==> src/rtl/euler_result_uart.sv <==
// euler_result_uart: sends a solver's answer over an 8N1 UART as ASCII decimal followed by CR LF, once per completion.
//   CLKS_PER_BIT  clock cycles per UART bit (>= 2)
//   clk, rst_n    system clock, asynchronous active-low reset
//   result        solver answer, latched when done first rises in IDLE
//   done, error   solver completion level and failure flag
//   tx            UART serial output, idle high
//   busy          high from capture until the last stop bit ends
//   sent          sticky, set once a report has been fully transmitted
module euler_result_uart #(
    parameter int CLKS_PER_BIT = 868
) (
    input  logic        clk,
    input  logic        rst_n,
    input  logic [31:0] result,
    input  logic        done,
    input  logic        error,
    output logic        tx,
    output logic        busy,
    output logic        sent
);
    localparam int CW = $clog2(CLKS_PER_BIT);
    localparam logic [CW-1:0] LAST = CW'(CLKS_PER_BIT - 1);
    typedef enum logic [1:0] {IDLE, CONVERT, SEND, REPORTED} state_t;
    state_t state;
    logic done_q, err_q;
    logic [31:0] val;
    logic [39:0] bcd, bcd_adj;
    logic [71:0] dd_next;
    logic [4:0] iter;
    logic [CW-1:0] cnt;
    logic [3:0] bit_idx, char_idx, nd, n_chars, dsel, dig;
    logic [7:0] ch;
    logic [9:0] frame;
    always_comb begin
        bcd_adj = bcd;
        for (int i = 0; i < 10; i++)
            if (bcd[4*i +: 4] >= 4'd5) bcd_adj[4*i +: 4] = bcd[4*i +: 4] + 4'd3;
        dd_next = {bcd_adj, val} << 1;
        // nd ends up as one past the most significant non-zero digit, at least 1 so that 0 prints "0"
        nd = 4'd1;
        for (int i = 1; i < 10; i++)
            if (bcd[4*i +: 4] != 4'd0) nd = 4'(i + 1);
        n_chars = err_q ? 4'd5 : nd + 4'd2;
        dsel = nd - 4'd1 - char_idx;
        dig = 4'(bcd >> {dsel, 2'b00});
        ch = err_q ? (char_idx == 4'd0 ? 8'h45 : char_idx < 4'd3 ? 8'h52 : char_idx == 4'd3 ? 8'h0D : 8'h0A)
                   : (char_idx < nd ? {4'h3, dig} : char_idx == nd ? 8'h0D : 8'h0A);
        frame = {1'b1, ch, 1'b0};
    end
    always_ff @(posedge clk or negedge rst_n) begin
        if (!rst_n) begin
            state    <= IDLE;
            done_q   <= 1'b0;
            err_q    <= 1'b0;
            val      <= '0;
            bcd      <= '0;
            iter     <= '0;
            cnt      <= '0;
            bit_idx  <= '0;
            char_idx <= '0;
            tx       <= 1'b1;
            busy     <= 1'b0;
            sent     <= 1'b0;
        end else begin
            done_q <= done;
            case (state)
                IDLE: if (done && !done_q) begin
                    busy     <= 1'b1;
                    err_q    <= error;
                    val      <= result;
                    bcd      <= '0;
                    iter     <= '0;
                    cnt      <= '0;
                    bit_idx  <= '0;
                    char_idx <= '0;
                    state    <= error ? SEND : CONVERT;
                end
                CONVERT: begin
                    bcd   <= dd_next[71:32];
                    val   <= dd_next[31:0];
                    iter  <= iter + 5'd1;
                    state <= iter == 5'd31 ? SEND : CONVERT;
                end
                SEND: if (char_idx == n_chars) begin
                    state <= REPORTED;
                    busy  <= 1'b0;
                    sent  <= 1'b1;
                    tx    <= 1'b1;
                end else begin
                    // tx is refreshed every cycle from the frame bit currently being held
                    tx  <= frame[bit_idx];
                    cnt <= cnt == LAST ? '0 : cnt + 1'b1;
                    if (cnt == LAST) begin
                        bit_idx  <= bit_idx == 4'd9 ? 4'd0 : bit_idx + 4'd1;
                        char_idx <= bit_idx == 4'd9 ? char_idx + 4'd1 : char_idx;
                    end
                end
                default: ;
            endcase
        end
    end
endmodule

==> config.mk <==
export PLATFORM = sky130hd
export DESIGN_NAME = euler_result_uart
export DESIGN_NICKNAME = d
export VERILOG_FILES = /design/src/rtl/euler_result_uart.sv
export SDC_FILE = /design/constraint.sdc
export NUM_CORES = 1
export LEC_CHECK = 0
export ABC_AREA = 1
export BUFFER_PORTS_ARGS = -buffer_cell sky130_fd_sc_hd__buf_4
export CAP_MARGIN = 20
export CORE_MARGIN = 1
export CORE_UTILIZATION = 47
export CTS_CLUSTER_DIAMETER = 200
export DETAILED_ROUTE_END_ITERATION = 12
export PLACE_DENSITY = 0.62
export SLEW_MARGIN = 40
export SYNTH_ARGS = -nofsm -noshare
export SYNTH_HDL_FRONTEND = slang
export SYNTH_SLANG_ARGS = --single-unit
==> constraint.sdc <==
create_clock -name clk -period 9.15 [get_ports clk]
set_clock_uncertainty 0.15 [all_clocks]
set_input_delay 0.4575 -clock clk [delete_from_list [all_inputs] [get_ports clk]]
set_output_delay 0.4575 -clock clk [all_outputs]
set_load 0.01 [all_outputs]
==> impl_metrics.csv <==
group,metric,value,unit
clock_network,clockRootBuffer,"clkbuf_16",
place,dpl.cell_count,1014,
worst_setup_path,crit_required,9.28,ns
logic_synthesis,yosysTopAreaCellShare,39.3,%
logic_synthesis,synth_nets,899,
floorplanning,dieArea,14100,um2
logic_synthesis,synth-main-ff-cell,"dfrtp_1",
place,dp.final_hpwl,10300,um
power,p_leak,3.58,nW
finish,final_cells,1031,
status,status,"finished, final reports clean",
global_route,use_met3,4.98,%
timing,finalMaxSlewViolations,0,
global_route,grtUsageMet1,29.8,%
logic_synthesis,seq_area_frac_synth,39.8,%
clock_network,cts_buffers,9,
hold_path,min_delay_path_depth,1,
logic_synthesis,synth_commonest_cells,"nand2_1 (190), dfrtp_1 (101), inv_1 (83)",
clock_network,cts_max_level,3,
timing,fin_crit_sh,43.4,%
timing,tightest_slew,0.747,ns
floorplanning,std_cell_rows,42,
global_route,grt_overflow,0,
logic_synthesis,async_reset_ff_share,100,%
routing,ant_nets,0,
timing,setup_tns,0,ns
timing,setup-violations-final,0,
finish,ff_latch_area,2550,um2
logic_synthesis,synth_most_common_cell,"nand2_1",
timing,fin_crit,3.97,ns
flow_run,drv_cap,0,
timing,final_hold_viol_count,0,
finish,utilization,53.6,%
global_route,grt_util_all_layers,22.2,%
global_route,grt_pass1_wl,25300,um
timing,fin_ws,5.18,ns
clock_network,cts_buffer_depth,2,
power,p_per_area,118,nW/um2
place,portBuffers,38,
worst_setup_path,crit_path_end_kind,"register",
routing,vias,5570,
worst_setup_path,worstSetupStartpointType,"register",
worst_setup_path,path_class,"register to register",
logic_synthesis,synth_cell_types,46,
timing,maxClockFrequency,0.252,GHz
logic_synthesis,synth_area,6420,um2
global_route,grt_max_degree,71,
routing,wl_per_cell,14.1,um
finish,final_layout_size_suffix_gt1_share,14.0,%
routing,avgViaCountPerCell,5.40,
routing,first_pass_iters,5,
finish,final.fill_count,1303,
floorplanning,coreArea,13300,um2
timing,hold_slack,0.0767,ns
place,gp_congestion,0.856,
place,place_ws,5.25,ns
floorplanning,start_util,48.3,%
global_route,busiest_layer,"met2",
hold_path,min_delay_worst_endpoint,"done_q",
timing,slew_headroom,50.2,%
hold_path,min_from,"done",
worst_setup_path,regToRegEndpoint,"tx",
logic_synthesis,postSynthAreaPerCell,7.81,um2
finish,num_antenna_cells,0,
floorplanning,die-height,119,um
clock_network,clock_latency,0.36,ns
worst_setup_path,r2r_cells,27,
worst_setup_path,worstPathArrival,4.10,ns
clock_network,clkTransAtPathRegs,0.08,ns
logic_synthesis,syn_inst,822,
logic_synthesis,yosys.area.top_type,"dfrtp_1",
worst_setup_path,rrSetupSlack,5.18,ns
logic_synthesis,synth_edf_count,0,
finish,multi_input_area,3370,um2
place,place_area,6850,um2
power,ir_worst_vdd,90.9,uV
finish,final_area,7130,um2
finish,syn_to_final_growth,11.0,%
finish,nNetsFinal,927,
floorplanning,fp.dieW,119,um
timing,rsz0062_at_grt,"false",
clock_network,cts_tree,"yes",
power,finalPower,0.838,mW
routing,drt_wl_total,14500,um
routing,drc,0,
clock_network,clock-sinks,102,
worst_setup_path,path_max_fanout,5,
global_route,grt_pass1_vias,5397,
floorplanning,io_pins,39,
global_route,met2_usage,35.7,%
routing,drtIter0Drc,363,
logic_synthesis,synth_area_leaders,"dfrtp_1 (39%), nand2_1 (11%), ha_1 (7.8%), nand3_1 (5.3%), o21ai_0 (5.3%)",
global_route,antenna_found_initial,0,
clock_network,cts_resized,0,
logic_synthesis,ys_warn_count,0,
logic_synthesis,synth-seq-cells,102,
worst_setup_path,reg2reg_from,"bcd[8]",
hold_path,worst_hold_path_type,"primary input to register",
## sequential cells by signal, summed over array words and instances, names as in the netlist, 2 cells and up
register / cells
bit_idx: 4
cnt: 10
bcd: 40
char_idx: 4
iter: 5
state: 2
val: 32
## placed cells by master (no fill, tap or decap), drive strengths merged, types with 2 or more instances in the layout
| master | n |
|---|---|
| o2111ai | 6 |
| buf | 41 |
| a22oi | 25 |
| nand3 | 70 |
| xor2 | 5 |
| a31oi | 2 |
| nand4 | 13 |
| or2 | 10 |
| inv | 101 |
| clkbuf | 9 |
| clkinv | 7 |
| o21ai | 74 |
| a21oi | 32 |
| nor3b | 3 |
| ha | 40 |
| nor2 | 66 |
| nor3 | 12 |
| dfrtp | 101 |
| o22ai | 12 |
| o211ai | 11 |
| nand2 | 203 |
## worst max path at each step
stage | from | to | slack [ns] | cells past startpoint
3_5_place_dp | bcd[8] | tx | 5.25 | 27
6_report | bcd[8] | tx | 5.18 | 27
2_1_floorplan | bcd[8] | tx | 5.86 | 27
5_1_grt | bcd[8] | tx | 4.80 | 27
3_3_place_gp | bcd[8] | tx | 5.28 | 27
4_1_cts | bcd[8] | tx | 5.21 | 27
## cell type report
class	count	area share, %
clock buffer	9	3.16
clock inverter	7	0.684
inverter	102	5.44
multi-input combinational	593	47.3
sequential	102	35.8
tap	176	3.09
timing repair buffer	42	4.51
## kinds of logic after synthesis
family | share of synthesized area, %
AO/OA/AOI/OAI | 15.5
buffers and inverters | 8.14
XOR/XNOR | 0.818
adder cells (fa/ha/maj) | 8.10
flip-flops | 39.8
AND/OR/NAND/NOR | 27.7
## power breakdown
group          switching [mW]  total, mW  internal, mW
Combinational          0.0114     0.0215        0.0100
Clock                   0.181      0.366         0.185
Sequential          0.0000611      0.451         0.451
## worst max-delay path, stage by stage (launching register included)
cell and delay [ns]:
dfrtp_1 0.42, inv_1 0.12, ha_1 0.22, nand2_2 0.09, nor2_1 0.09, nand2_1 0.07, nand2_1 0.06, nand2_1 0.05
nand2_1 0.06, nand2_1 0.06, nand2_2 0.08, nand2_4 0.07, nand3_2 0.13, inv_1 0.07, fa_1 0.40, xnor2_1 0.41
inv_1 0.18, nor2_1 0.29, o211ai_1 0.14, nor2_1 0.12, nor2_1 0.05, nand2_1 0.07, nand2_1 0.05, o21ai_1 0.13
nand2_1 0.07, nand2_1 0.07, nand2_1 0.05, a21oi_1 0.12
## timing repair
item | in CTS | in global routing
buffers inserted | 0 | 0
hold buffers | 1 | 0
endpoints found under the setup margin | 0 | 0
endpoints found under the hold margin | 32 | 0
## per-layer routing
metal,part of all wire [%],vias up
met3,4.0,12
met4,1.2,0
li1,-,2793
met2,47,107
met1,48,2658
met5,0,-
(Power assumes the default switching activity.)
